<file path="config.mk">
export PLATFORM = sky130hd
export DESIGN_NAME = shift_sequencer
export DESIGN_NICKNAME = d
export VERILOG_FILES = /design/src/rtl/shift_sequencer.sv
export SDC_FILE = /design/constraint.sdc
export NUM_CORES = 1
export LEC_CHECK = 0
export ABC_AREA = 0
export CORE_MARGIN = 4
export CORE_UTILIZATION = 45
export CTS_BUF_LIST = sky130_fd_sc_hd__clkbuf_16
export DETAILED_ROUTE_END_ITERATION = 16
export GPL_TIMING_DRIVEN = 0
export PLACE_DENSITY = 0.77
export SYNTH_ARGS = -nofsm -noshare
export SYNTH_HDL_FRONTEND = slang
export SYNTH_HIERARCHICAL = 1
export SYNTH_SLANG_ARGS = --single-unit
</file>
<file path="constraint.sdc">
create_clock -name clk -period 1.4 [get_ports clk]
set_input_delay 0.21 -clock clk [delete_from_list [all_inputs] [get_ports clk]]
set_output_delay 0.21 -clock clk [all_outputs]
set_load 0.01 [all_outputs]
</file>
<file path="src/rtl/shift_sequencer.sv">
// ---------------------------------------------------------------------------
// shift_sequencer
//
// Multi-cycle shift controller. It drives a 16-bit single-step `shifter` once
// per clock so the datapath can perform shifts of 0..(2^AMT_W-1) positions
// without a barrel shifter. One request is accepted through a start/busy/done
// handshake. The operand is held in an internal working register (result).
//
// Optional feature: define SHIFT_SEQ_CARRY_EN to add the `cout` output. It
// holds the last bit shifted out of the operand.
//
// Ports (shift_sequencer):
//   clk     in   1      rising-edge clock
//   reset   in   1      synchronous, active-high reset
//   start   in   1      request strobe, sampled on the rising edge
//   din     in   16     operand to shift
//   op      in   2      00 pass, 01 shl1, 10 lsr1, 11 asr1
//   amt     in   AMT_W  number of single-bit steps
//   result  out  16     working/result register
//   busy    out  1      high while shift steps are in progress
//   done    out  1      one-cycle completion pulse; result valid while high
//   cout    out  1      last bit shifted out (SHIFT_SEQ_CARRY_EN only)
//
// Ports (shifter):
//   din     in   16     operand
//   op      in   2      shift select, same encoding as above
//   dout    out  16     operand shifted by one position (or passed through)
// ---------------------------------------------------------------------------

// Single-step shifter. It is purely combinational, so the sequencer owns all
// of the state.
module shifter (
   input  logic [15:0] din,
   input  logic [1:0]  op,
   output logic [15:0] dout
);

   always_comb begin
      unique case (op)
         2'b01:   dout = {din[14:0], 1'b0};        // shift left, LSB <- 0
         2'b10:   dout = {1'b0, din[15:1]};        // logical right, MSB <- 0
         2'b11:   dout = {din[15], din[15:1]};     // arithmetic right, MSB kept
         default: dout = din;                      // pass-through
      endcase
   end

endmodule

module shift_sequencer #(
   parameter int AMT_W = 4
) (
   input  logic             clk,
   input  logic             reset,
   input  logic             start,
   input  logic [15:0]      din,
   input  logic [1:0]       op,
   input  logic [AMT_W-1:0] amt,
   output logic [15:0]      result,
   output logic             busy,
   output logic             done
`ifdef SHIFT_SEQ_CARRY_EN
   ,
   output logic             cout
`endif
);

   typedef enum logic [1:0] {
      IDLE  = 2'd0,
      SHIFT = 2'd1,
      DONE  = 2'd2
   } state_t;

   state_t           state_q, state_d;
   logic [15:0]      result_q, result_d;
   logic [AMT_W-1:0] count_q, count_d;
   logic [1:0]       op_q, op_d;
   logic [15:0]      shift_out;

   // The shifter always looks at the working register and the latched op, so
   // each SHIFT cycle simply reloads result with the shifter output.
   shifter u_shifter (
      .din  (result_q),
      .op   (op_q),
      .dout (shift_out)
   );

`ifdef SHIFT_SEQ_CARRY_EN
   logic carry_q, carry_d;
   logic step_carry;

   // Bit leaving the operand on this step: bit15 for left shifts, bit0 for
   // either right shift. Pass-through discards nothing, so the carry stays 0.
   always_comb begin
      unique case (op_q)
         2'b01:        step_carry = result_q[15];
         2'b10, 2'b11: step_carry = result_q[0];
         default:      step_carry = 1'b0;
      endcase
   end
`endif

   // Next-state and next-value logic.
   // NOTE: every variable assigned here gets a default first, so no path
   // leaves one unassigned and no latch is inferred.
   always_comb begin
      state_d  = state_q;
      result_d = result_q;
      count_d  = count_q;
      op_d     = op_q;
`ifdef SHIFT_SEQ_CARRY_EN
      carry_d  = carry_q;
`endif

      unique case (state_q)
         // IDLE and DONE share the acceptance path. This gives back-to-back
         // operation when start is held across the done pulse.
         IDLE, DONE: begin
            if (start) begin
               result_d = din;
               op_d     = op;
               count_d  = amt;
`ifdef SHIFT_SEQ_CARRY_EN
               carry_d  = 1'b0;
`endif
               // amt == 0 goes straight to DONE. This is the only way a zero
               // count is reached, so the counter never underflows in SHIFT.
               state_d  = (amt != '0) ? SHIFT : DONE;
            end else if (state_q == DONE) begin
               state_d = IDLE;
            end
         end

         // start is ignored here: the request in flight runs to completion.
         SHIFT: begin
            result_d = shift_out;
            count_d  = count_q - AMT_W'(1);
`ifdef SHIFT_SEQ_CARRY_EN
            carry_d  = step_carry;
`endif
            if (count_q == AMT_W'(1)) begin
               state_d = DONE;
            end
         end

         default: begin
            state_d = IDLE;
         end
      endcase
   end

   // State register. Reset is synchronous and overrides start, so a request
   // in flight is aborted with no done pulse.
   // NOTE: sequential state is updated with non-blocking assignments only, so
   // every register samples the pre-edge values of the others.
   always_ff @(posedge clk) begin
      if (reset) begin
         state_q  <= IDLE;
         result_q <= 16'h0000;
         count_q  <= '0;
         op_q     <= 2'b00;
`ifdef SHIFT_SEQ_CARRY_EN
         carry_q  <= 1'b0;
`endif
      end else begin
         state_q  <= state_d;
         result_q <= result_d;
         count_q  <= count_d;
         op_q     <= op_d;
`ifdef SHIFT_SEQ_CARRY_EN
         carry_q  <= carry_d;
`endif
      end
   end

   // Handshake outputs are decoded from the registered state only. There is
   // no combinational path from start to busy or done.
   assign busy   = (state_q == SHIFT);
   assign done   = (state_q == DONE);
   assign result = result_q;
`ifdef SHIFT_SEQ_CARRY_EN
   assign cout   = carry_q;
`endif

endmodule

</file>
==> out/summary.md <==
## Outcome
- outcome: completed

## CTS
- Inserted Clock Buffers: 3
- clk sinks: 24
- Worst-Skew Late Latency: 0.26 ns
- clock edge transition at the registers on the reported setup and hold paths: 0.06 ns
- cell at the root of the clock tree: sky130_fd_sc_hd__clkbuf_16
- H-Tree Level Count: 1
- TritonCTS clock tree: built
- Max Buffers Root-to-Sink: 2
- CTS Hold Bufs: 0

## Detailed routing
- total DRC errors in the routed layout: 0
- DRC violation total after the first TritonRoute iteration: 93
- WL per Instance: 13.6 um
- number of iterations in the first detailed-routing pass: 4
- Antenna Nets Post-Route: 0
- DR WL met2: 1720 um
- DRT Wirelength: 3780 um
- met1 layer wirelength in the final routing: 1790 um
- Vias per Instance: 5.37
- uppermost layer routed: met4
- detailed-routed wire length on met3: 244 um
- total via count after detailed routing: 1487

## Critical path
- CP max stage cell: sky130_fd_sc_hd__dfxtp_1
- beginning of the critical path: state_q[1]$_SDFFE_PP0P_
- worst-path fanout max: 11
- cell chain of the critical path: nand2b_1, buf_6, inv_6, buf_4, nand2_1, a311oi_2
- critical path data arrival time: 1.45 ns
- crit path launch type: flip-flop
- source of the worst register-to-register timing path: state_q[1]$_SDFFE_PP0P_
- crit path capture type: flip-flop
- CP peak stage delay: 0.31 ns
- capturing point of the worst reg2reg path: result[9]$_SDFFE_PP0P_
- number of cells on the worst reg-to-reg path: 6
- class of the most critical setup path: reg -> reg
- capturing element of the worst setup path: result[9]$_SDFFE_PP0P_
- required time of the critical path: 1.57 ns
- worst-case register-to-register setup slack: 0.12 ns

## Synthesis
- most common cell in the synthesized netlist: sky130_fd_sc_hd__nand2_1
- EDFF count, synth: 0
- share of synthesized registers carrying an async set or reset: 0
- register bit count reported by yosys: 24
- Synth warnings: 6
- number of cells produced by synthesis: 188
- synthesized net count: 215
- share of Yosys cell area claimed by the top area cell type: 0.333
- Avg Inst Size Synth: 7.68 um2
- Seq/Total Area, Yosys: 0.333
- Post-Synthesis Cell Area: 1440 um2
- leading cell types by count after synthesis: sky130_fd_sc_hd__nand2_1, sky130_fd_sc_hd__dfxtp_1, sky130_fd_sc_hd__nor2_1, sky130_fd_sc_hd__a311oi_1, sky130_fd_sc_hd__mux2i_1
- prevailing post-synth register cell: sky130_fd_sc_hd__dfxtp_1
- largest area contributor in the synthesized netlist: sky130_fd_sc_hd__dfxtp_1
- largest cells by area after synthesis: sky130_fd_sc_hd__dfxtp_1, sky130_fd_sc_hd__nand2_1, sky130_fd_sc_hd__a311oi_1
- count of cell types in the netlist: 31

## Power
- PnR Total Power: 2.22 mW
- leakage power: 0.866 nW
- Worst IR Drop VDD: 812 uV
- pwr/cell area: 1080 nW/um2

## Finish
- number of fillers in the final layout: 268
- non-filler cells in the finished layout: 277
- area growth from synthesis to final layout: 41.6%
- Final Core Density: 0.670
- fraction of layout cells with a size suffix above 1: 0.124
- number of antenna repair diodes: 0
- post-layout net count: 261

## Job
- number of max-cap violations: 0

## Timing
- post-layout min period: 1.28 ns
- summed negative setup slack over all endpoints: 0 ns
- max-slew violation count: 0
- final-report hold violation count: 0
- period utilization: 0.914
- Worst-Margin Slew: 0.502 ns
- count of endpoints failing setup in the final report: 0
- Fin Clk Skew: 0.00480 ns
- Relative slew margins: 0.665
- fmax: 781 MHz
- final-layout worst hold slack: 0.469 ns
- RSZ-0062 raised after global routing: false

## Die
- DIE AREA: 4180 um2
- Die H: 64.6 um
- I/O pins: 43
- core region area: 3050 um2
- Die Span X: 64.6 um
- number of placement rows: 20
- initial cell density of the core: 0.473

## GRT
- first-pass GRT wire length: 6110 um
- via count of the first global-routing pass: 1301
- GR Util All Layers: 0.182
- Congestion Overflow GR: 0
- largest net degree at the start of global routing: 15
- initial antenna violation count: 0

## Placement
- number of I/O port buffers: 42
- routability-driven placement congestion ratio: 0.815
- post-detail-place hpwl: 2630 um
- placed instance count: 274

## Worst hold path
- class of the tightest hold or removal check: reg -> reg

worst max-delay path: cells and delay by family (launching register included):
kind                   cells  cell delay (ns)
and+or+nand+nor            2             0.22
buffers and inverters      3             0.41
DFF                        1             0.31
AOI/OAI and AO/OA          1             0.25
registers in the layout (all words and copies together), names as in the netlist:
name and cells:
result 16, count_q 4, state_q 2, op_q 2
where the power goes:
group | leakage (nW) | internal, mW | switching, mW
Clock | 0.0511 | 0.569 | 0.254
Sequential | 0.201 | 0.758 | 0.0777
Combinational | 0.614 | 0.284 | 0.274
logic make-up (layout without fill, tap and decap cells):
group	Yosys count	after routing	synth area share
AO/OA/AOI/OAI	44	44	0.214
adder cells (fa/ha/maj)	2	2	0.0173
buffers and inverters	21	66	0.0988
flip-flops	24	24	0.333
multiplexers	15	15	0.105
AND/OR/NAND/NOR	82	82	0.232
cells in the final DEF (no fill, tap or decap), types with 4 or more instances in the layout:
master | Yosys | layout
sky130_fd_sc_hd__nand2_1 | 51 | 51
sky130_fd_sc_hd__clkdlybuf4s50_1 | 0 | 24
sky130_fd_sc_hd__nor2_1 | 19 | 19
sky130_fd_sc_hd__dfxtp_1 | 24 | 16
sky130_fd_sc_hd__a311oi_1 | 16 | 14
sky130_fd_sc_hd__mux2i_1 | 14 | 14
sky130_fd_sc_hd__dlygate4sd2_1 | 0 | 10
sky130_fd_sc_hd__o21ai_1 | 9 | 9
sky130_fd_sc_hd__dfxtp_2 | 0 | 8
sky130_fd_sc_hd__buf_2 | 6 | 7
sky130_fd_sc_hd__dlymetal6s2s_1 | 0 | 7
sky130_fd_sc_hd__o21ai_0 | 5 | 5
sky130_fd_sc_hd__a21oi_1 | 4 | 4
metrics by stage:
step,cell area [um2],setup WS [ns]
2_1_floorplan,1440,0.239
5_1_grt,2040,0.0194
3_3_place_gp,1920,-0.117
4_1_cts,2020,0.00144
6_report,2040,0.120
3_5_place_dp,1920,-0.120
metal layers:
metal / track usage / up-vias
li1: - / 752
met1: 0.245 / 677
met2: 0.294 / 56
met3: 0.0468 / 2
met4: 0.0396 / 0
met5: 0 / -
worst min path at each step:
stage	cells after the start	slack [ns]	endpoint	start
after CTS	2	0.47	op_q[0]$_SDFFE_PP0P_	op_q[0]$_SDFFE_PP0P_
after detailed placement	2	0.46	op_q[0]$_SDFFE_PP0P_	op_q[0]$_SDFFE_PP0P_
after global placement	2	0.46	op_q[0]$_SDFFE_PP0P_	op_q[0]$_SDFFE_PP0P_
after floorplan	1	0.28	result[10]$_SDFFE_PP0P_	reset
final	2	0.47	op_q[0]$_SDFFE_PP0P_	op_q[0]$_SDFFE_PP0P_
after global routing	2	0.50	op_q[0]$_SDFFE_PP0P_	op_q[0]$_SDFFE_PP0P_
layout make-up:
cell class	count	area, um2	area share
flip-flops and latches	24	490	0.240
clock inverters	1	30.0	0.0147
inverters	4	20.0	0.00979
clock buffers	3	75.1	0.0367
well taps	44	55.1	0.0269
multi-input cells	143	833	0.408
repair buffers	42	420	0.206
plain buffers	16	120	0.0588
repair_timing:
action	4_1_cts	5_1_grt
setup endpoints to repair	18	10
setup buffers	0	0
gates resized for setup	22	11
endpoints found under the hold margin	0	0
(Power assumes the default switching activity.)
